File: src/rtl/runner_game_if.sv
// Signal bundle between the runner game sequencer and its neighbours (buttons, collision, renderer).
// master = the sequencer (drives tick/state/jump_y/score_bcd/run_en/game_over);
// slave = input/renderer side (drives btn_jump/collide). RUNNER_PAUSE_EN adds btn_pause/paused.
interface runner_game_if;
  logic        btn_jump;
  logic        collide;
  logic        tick;
  logic [2:0]  state;
  logic [4:0]  jump_y;
  logic [15:0] score_bcd;
  logic        run_en;
  logic        game_over;
`ifdef RUNNER_PAUSE_EN
  logic        btn_pause;
  logic        paused;

  modport master (
    input  btn_jump, collide, btn_pause,
    output tick, state, jump_y, score_bcd, run_en, game_over, paused
  );
  modport slave (
    output btn_jump, collide, btn_pause,
    input  tick, state, jump_y, score_bcd, run_en, game_over, paused
  );
`else
  modport master (
    input  btn_jump, collide,
    output tick, state, jump_y, score_bcd, run_en, game_over
  );
  modport slave (
    output btn_jump, collide,
    input  tick, state, jump_y, score_bcd, run_en, game_over
  );
`endif
endinterface

File: src/rtl/runner_game_ctrl.sv
// Runner game sequencer: frame-tick prescaler, IDLE/RUN/UP/DOWN/DEAD FSM, jump height and BCD score.
// Latency: all outputs registered; state/run_en/game_over change one clk after the causing input.
// Backpressure: none, free-running; inputs are levels sampled every clk. Optional pause: RUNNER_PAUSE_EN.
// Ports: clk, reset (async, active-high), gif (runner_game_if.master): btn_jump, collide in;
//        tick, state[2:0], jump_y[4:0], score_bcd[15:0], run_en, game_over out (+btn_pause/paused).
module runner_game_ctrl #(
  parameter int TICK_DIV  = 1666666,
  parameter int JUMP_H    = 12,
  parameter int SCORE_DIV = 6
) (
  input  logic          clk,
  input  logic          reset,
  runner_game_if.master gif
);

  localparam int PW = $clog2(TICK_DIV);
  localparam int SW = (SCORE_DIV > 1) ? $clog2(SCORE_DIV) : 1;
  localparam logic [PW-1:0] TICK_LAST = PW'(TICK_DIV - 1);
  localparam logic [SW-1:0] SUB_LAST  = SW'(SCORE_DIV - 1);
  localparam logic [4:0]    JY_LAST   = 5'(JUMP_H - 1);

  typedef enum logic [2:0] {
    S_IDLE = 3'd0,
    S_RUN  = 3'd1,
    S_UP   = 3'd2,
    S_DOWN = 3'd3,
    S_DEAD = 3'd4
  } state_t;

  state_t        st, st_nxt;
  logic [PW-1:0] pcnt, pcnt_nxt;
  logic          tick_r;
  logic          btn_q;
  logic          jmp;
  logic [4:0]    jump_y, jy_nxt;
  logic [15:0]   score, sc_nxt;
  logic [SW-1:0] sub, sub_nxt;
  logic          run_en_r, game_over_r;
  logic          frozen;
  logic          paused_nxt;

  function automatic logic is_active(input state_t s);
    return (s == S_RUN) || (s == S_UP) || (s == S_DOWN);
  endfunction

  // BCD +1 across four digits, sticking at 9999 instead of wrapping.
  function automatic logic [15:0] bcd_inc(input logic [15:0] s);
    logic [15:0] r;
    logic        c;
    r = s;
    c = 1'b1;
    if (s == 16'h9999) return s;
    for (int i = 0; i < 4; i++) begin
      if (c) begin
        if (r[4*i +: 4] == 4'd9) begin
          r[4*i +: 4] = 4'd0;
        end else begin
          r[4*i +: 4] = r[4*i +: 4] + 4'd1;
          c = 1'b0;
        end
      end
    end
    return r;
  endfunction

  assign jmp      = gif.btn_jump & ~btn_q;
  assign pcnt_nxt = (pcnt == TICK_LAST) ? '0 : pcnt + 1'b1;

`ifdef RUNNER_PAUSE_EN
  logic pause_q;
  logic paused_r;
  logic pedge;

  assign pedge  = gif.btn_pause & ~pause_q;
  assign frozen = paused_r;

  // The flag only lives while a game is in progress; any exit to IDLE/DEAD drops it.
  always_comb begin
    paused_nxt = paused_r;
    if (is_active(st) && pedge) paused_nxt = ~paused_r;
    if (!is_active(st_nxt))     paused_nxt = 1'b0;
  end

  assign gif.paused = paused_r;
`else
  assign frozen     = 1'b0;
  assign paused_nxt = 1'b0;
`endif

  always_comb begin
    st_nxt  = st;
    jy_nxt  = jump_y;
    sc_nxt  = score;
    sub_nxt = sub;
    if (is_active(st)) begin
      if (!frozen) begin
        // Collision wins over the tick and the jump edge: nothing else moves that cycle.
        if (gif.collide) begin
          st_nxt = S_DEAD;
        end else begin
          if (tick_r) begin
            if (sub == SUB_LAST) begin
              sub_nxt = '0;
              sc_nxt  = bcd_inc(score);
            end else begin
              sub_nxt = sub + 1'b1;
            end
          end
          if (st == S_RUN) begin
            if (jmp) st_nxt = S_UP;
          end else if (st == S_UP) begin
            if (tick_r) begin
              jy_nxt = jump_y + 5'd1;
              if (jump_y == JY_LAST) st_nxt = S_DOWN;
            end
          end else begin
            if (tick_r) begin
              jy_nxt = jump_y - 5'd1;
              if (jump_y == 5'd1) st_nxt = S_RUN;
            end
          end
        end
      end
    end else if (st == S_DEAD) begin
      if (jmp) st_nxt = S_IDLE;
    end else begin
      // IDLE (and any stray code) starts a fresh game on the jump edge.
      if (jmp) begin
        st_nxt  = S_RUN;
        jy_nxt  = '0;
        sc_nxt  = '0;
        sub_nxt = '0;
      end
    end
  end

  always_ff @(posedge clk or posedge reset) begin
    if (reset) begin
      st          <= S_IDLE;
      pcnt        <= '0;
      tick_r      <= 1'b0;
      btn_q       <= 1'b0;
      jump_y      <= '0;
      score       <= '0;
      sub         <= '0;
      run_en_r    <= 1'b0;
      game_over_r <= 1'b0;
`ifdef RUNNER_PAUSE_EN
      pause_q     <= 1'b0;
      paused_r    <= 1'b0;
`endif
    end else begin
      pcnt        <= pcnt_nxt;
      // Registered look-ahead so tick is high exactly while pcnt == TICK_DIV-1.
      tick_r      <= (pcnt_nxt == TICK_LAST);
      btn_q       <= gif.btn_jump;
      st          <= st_nxt;
      jump_y      <= jy_nxt;
      score       <= sc_nxt;
      sub         <= sub_nxt;
      run_en_r    <= is_active(st_nxt) & ~paused_nxt;
      game_over_r <= (st_nxt == S_DEAD);
`ifdef RUNNER_PAUSE_EN
      pause_q     <= gif.btn_pause;
      paused_r    <= paused_nxt;
`endif
    end
  end

  assign gif.tick      = tick_r;
  assign gif.state     = st;
  assign gif.jump_y    = jump_y;
  assign gif.score_bcd = score;
  assign gif.run_en    = run_en_r;
  assign gif.game_over = game_over_r;

endmodule
File: src/flat_wrapper.sv
// flat-port wrapper written by rule: the top's interface ports become plain ports
module runner_game_ctrl_flat 
#(
  parameter int TICK_DIV  = 1666666,
  parameter int JUMP_H    = 12,
  parameter int SCORE_DIV = 6
)
  (clk, reset, gif_btn_jump, gif_collide, gif_tick, gif_state, gif_jump_y, gif_score_bcd, gif_run_en, gif_game_over);
  runner_game_if gif_i ();
  input  logic clk;
  input  logic reset;
  input wire logic [$bits(gif_i.btn_jump)-1:0] gif_btn_jump;
  input wire logic [$bits(gif_i.collide)-1:0] gif_collide;
  output wire logic [$bits(gif_i.tick)-1:0] gif_tick;
  output wire logic [$bits(gif_i.state)-1:0] gif_state;
  output wire logic [$bits(gif_i.jump_y)-1:0] gif_jump_y;
  output wire logic [$bits(gif_i.score_bcd)-1:0] gif_score_bcd;
  output wire logic [$bits(gif_i.run_en)-1:0] gif_run_en;
  output wire logic [$bits(gif_i.game_over)-1:0] gif_game_over;
  assign gif_i.btn_jump = gif_btn_jump;
  assign gif_i.collide = gif_collide;
  assign gif_tick = gif_i.tick;
  assign gif_state = gif_i.state;
  assign gif_jump_y = gif_i.jump_y;
  assign gif_score_bcd = gif_i.score_bcd;
  assign gif_run_en = gif_i.run_en;
  assign gif_game_over = gif_i.game_over;
  runner_game_ctrl #(.TICK_DIV(TICK_DIV), .JUMP_H(JUMP_H), .SCORE_DIV(SCORE_DIV)) u_core (.clk(clk), .reset(reset), .gif(gif_i));
endmodule
File: config.mk
export PLATFORM = sky130hd
export DESIGN_NAME = runner_game_ctrl_flat
export DESIGN_NICKNAME = d
export VERILOG_FILES = /design/src/rtl/runner_game_if.sv /design/src/rtl/runner_game_ctrl.sv /design/src/flat_wrapper.sv
export SDC_FILE = /design/constraint.sdc
export NUM_CORES = 1
export LEC_CHECK = 0
export BUFFER_PORTS_ARGS = -buffer_cell sky130_fd_sc_hd__buf_2
export CAP_MARGIN = 10
export CORE_ASPECT_RATIO = 1.75
export CORE_MARGIN = 5
export CORE_UTILIZATION = 40
export DETAILED_ROUTE_END_ITERATION = 7
export HOLD_SLACK_MARGIN = 0.1
export PLACE_DENSITY_LB_ADDON = 0.3
export RECOVER_POWER = 25
export REMOVE_ABC_BUFFERS = 1
export SLEW_MARGIN = 20
export SYNTH_ARGS = -nofsm -noshare
export SYNTH_HDL_FRONTEND = slang
export SYNTH_SLANG_ARGS = --single-unit
File: constraint.sdc
create_clock -name clk -period 7.01 [get_ports clk]
set_clock_uncertainty 0.15 [all_clocks]
set_input_delay 0 -clock clk [delete_from_list [all_inputs] [get_ports clk]]
set_output_delay 0 -clock clk [all_outputs]
set_load 0.05 [all_outputs]
==> results.toml <==
[synthesis]
synth_seq_cells = 52
postSynthCellCount = 366
yosys_warnings = 0
syn_avg_cell_area_um2 = 9.08
synth_cell_types = 60
synth_top_area_share_pct = 39.2
synth_edf_count = 0
async_flop_share_pct = 100
synth_top_cell_by_area = "dfrtp_1"
synth_ff_type = "dfrtp_1"
yosysSeqAreaShare_pct = 39.2
ys_top_cells_by_area = "dfrtp_1 (39%), ha_1 (4.9%), nor2_1 (3.8%)"
synth_area_um2 = 3320

[route]
via_count = 2912
wl_per_cell_um = 17.1
via_per_inst = 6.03
route.detailed.drc = 0
final_antenna_net_count = 0
postRouteWirelength_um = 8260
drt-pass1-iter-count = 6
drt_iter0_drc = 177

[worst_setup_path]
critPathSlowestCell = "clkbuf_1"
worstPathMaxFanout = 52
critPathMaxStageDelay_ps = 1980
endpoint_kind = "async pin"
path_buf_inv = 4
critPathKind = "in2async"
startpoint_type = "primary input"
cp.arrival_ps = 2700
cpLargestDelayFamily = "buffers and inverters"
regToRegSetupSlack_ps = 4330
worstPathRequired_ps = 6660
crit_chain = "dlygate4sd3_1 -> buf_2 -> inv_1 -> clkbuf_1"

[die]
fp.dieH_um = 131
die-width_um = 78.9
num_io_pins = 31
rows = 44
initial_core_util_pct = 40.5
core-area_um2 = 8200
dieArea_um2 = 10300

[pwr]
peakVddDrop_uv = 125
p_leak_uw = 0.00153
power_density_nw_per_um2 = 316

[final_layout]
n_antenna_cell = 0
num-nets-final = 407
final-instance-count-excl-fill = 483
area_growth_pct = 12.3
drive_gt1_share_pct = 10.5

[sta]
grt_setup_unrepaired = "no"
post-route-period-util_pct = 43.5
setup_viol = 0
finalSetupTns_ps = 0
timing.slew.headroom_pct = -87.8
timing.fmax_mhz = 328
hold_violations = 0
period_needed_ps = 3050
slew_viol_final = 53
worstMarginPinSlew_ps = 2820

[hold_path]
worstHoldPathType = "in2reg"

[clocking]
clock-root-buffer = "clkbuf_16"
tritoncts = "yes"
cts.clk_slew.worst_paths_ps = 70
cts_resized = 0
htreeDepth = 2
cts.sink_count = 52
cts_buffer_depth = 2
clk_latency_ps = 300
cts_buffers = 5

[place]
dp_hpwl_um = 6030
io_buffers = 30
place_congestion = 0.844
dp_cells = 472

[grt]
grt_pass1_wl_um = 14100
antenna_found_initial = 0
grt_max_degree = 53
grt_overflow = 0
grt_pass1_vias = 2893
gr-usage-all-layers_pct = 17.2

[outcome]
failed_checks = "max-capacitance violations, max-slew violations"
status = "finished with violations"

[flow_run]
max_cap_viol_count = 1
[metal layers]
metal | vias up | GRT usage, % | wire length [um]
met5 | - | 0 | 0
met4 | 0 | 10.3 | 379
met3 | 25 | 3.02 | 242
met2 | 74 | 30.9 | 4410
met1 | 1394 | 18.8 | 3230
li1 | 1419 | - | -
[report_power, final]
group          internal, uW  leakage [uW]  switching [uW]
logic                   141      0.000759             319
clock network           179     0.0000871             114
registers               341      0.000680            83.5
total                   661       0.00153             517
[sequential cells by signal, indices dropped and copies added, names as in the netlist]
signal	flops
u_core.gif.score_bcd	16
u_core.gif.state	3
u_core.pcnt	21
u_core.gif.run_en	1
u_core.sub	3
u_core.gif.jump_y	5
u_core.btn_q	1
u_core.gif.game_over	1
u_core.gif.tick	1
[metrics by stage]
stage / area, um^2 / power (uW) / setup slack [ps] / utilization (%) / hold WS (ps)
6_report: 3730 / 1180 / 3960 / 45.5 / 309
3_5_place_dp: 3540 / 893 / 4370 / 43.2 / 27.7
4_1_cts: 3750 / 1190 / 4360 / 45.7 / 254
2_1_floorplan: 3250 / 764 / 4310 / - / -119
3_3_place_gp: 3540 / 888 / 4430 / 43.2 / 21.9
5_1_grt: 3730 / 1250 / 3180 / 45.5 / 327
[Yosys cell counts, types with 3 or more instances]
| cell | instances |
|---|---|
| or3_1 | 4 |
| mux2i_1 | 5 |
| nand4b_1 | 3 |
| nor2b_1 | 3 |
| nor3b_1 | 6 |
| a41oi_1 | 4 |
| inv_1 | 14 |
| a32o_1 | 3 |
| nor4_1 | 6 |
| o31ai_1 | 4 |
| a211oi_1 | 3 |
| buf_2 | 4 |
| o21ai_0 | 16 |
| and2_1 | 4 |
| ha_1 | 13 |
| a21oi_1 | 14 |
| or4_1 | 6 |
| nor3_1 | 10 |
| nand4_1 | 10 |
| a31oi_1 | 6 |
| nand2_1 | 19 |
| dfrtp_1 | 52 |
| nand2b_1 | 5 |
| nor2_1 | 34 |
| or2_2 | 3 |
| xor2_1 | 4 |
| nand3_1 | 20 |
| a22o_1 | 3 |
| clkbuf_1 | 15 |
| o211ai_1 | 5 |
| nand3b_1 | 8 |
| and3_1 | 7 |
| xnor2_1 | 13 |
[logic make-up after synthesis]
family	share of synthesized area (%)
xor gates and xnor gates	4.48
adders and majority gates	4.89
DFF	39.2
buffers and inverters	3.88
and+or+nand+nor	28.2
AOI/OAI and AO/OA	17.2
muxes	2.18
[cell usage in the layout, fill, tap and decap left out, drive strengths merged, types with 10 or more instances in the layout]
master  synthesis  routed
a21oi          15      15
buf             4      19
nor3           10      10
clkbuf         15      20
nand2          19      19
dfrtp          52      52
nand4          11      11
o21ai          16      16
nor2           34      34
inv            14      14
xnor2          13      13
nand3          20      20
ha             13      13
[worst register-to-register path: cells and delay by family, from the launching register on]
family | cells | cell delay (ps)
compound gates | 1 | 330
buf+inv | 1 | 220
flops | 1 | 590
mux | 1 | 370
simple gates | 3 | 910
[final timing paths]
check | to | from | depth (start not counted)
min reg2reg | u_core.sub[0]$_DFFE_PP0P_ | u_core.sub[0]$_DFFE_PP0P_ | 1
max in group clk | u_core.gif.score_bcd[9]$_DFFE_PP0P_ | u_core.gif.state[2]$_DFF_PP0_ | 6
min | u_core.btn_q$_DFF_PP0_ | gif_btn_jump | 2
max reg2reg | u_core.gif.score_bcd[9]$_DFFE_PP0P_ | u_core.gif.state[2]$_DFF_PP0_ | 6
min in group asynchronous | u_core.gif.score_bcd[6]$_DFFE_PP0P_ | reset | 4
max | u_core.gif.jump_y[1]$_DFFE_PP0P_ | reset | 4
[timing repair]
action	4_1_cts	5_1_grt
buffers inserted	0	0
hold endpoints to repair	58	0
hold buffers	3	0
[cell type report]
class                           count  area [um^2]
Fill cell                         797         4470
Timing Repair Buffer               36          183
Clock inverter                      2         38.8
Multi-Input combinational cell    281         1900
Tap cell                           92          115
Clock buffer                        6          139
Inverter                           14         52.6
Sequential cell                    52         1300
(Power assumes the default switching activity.)
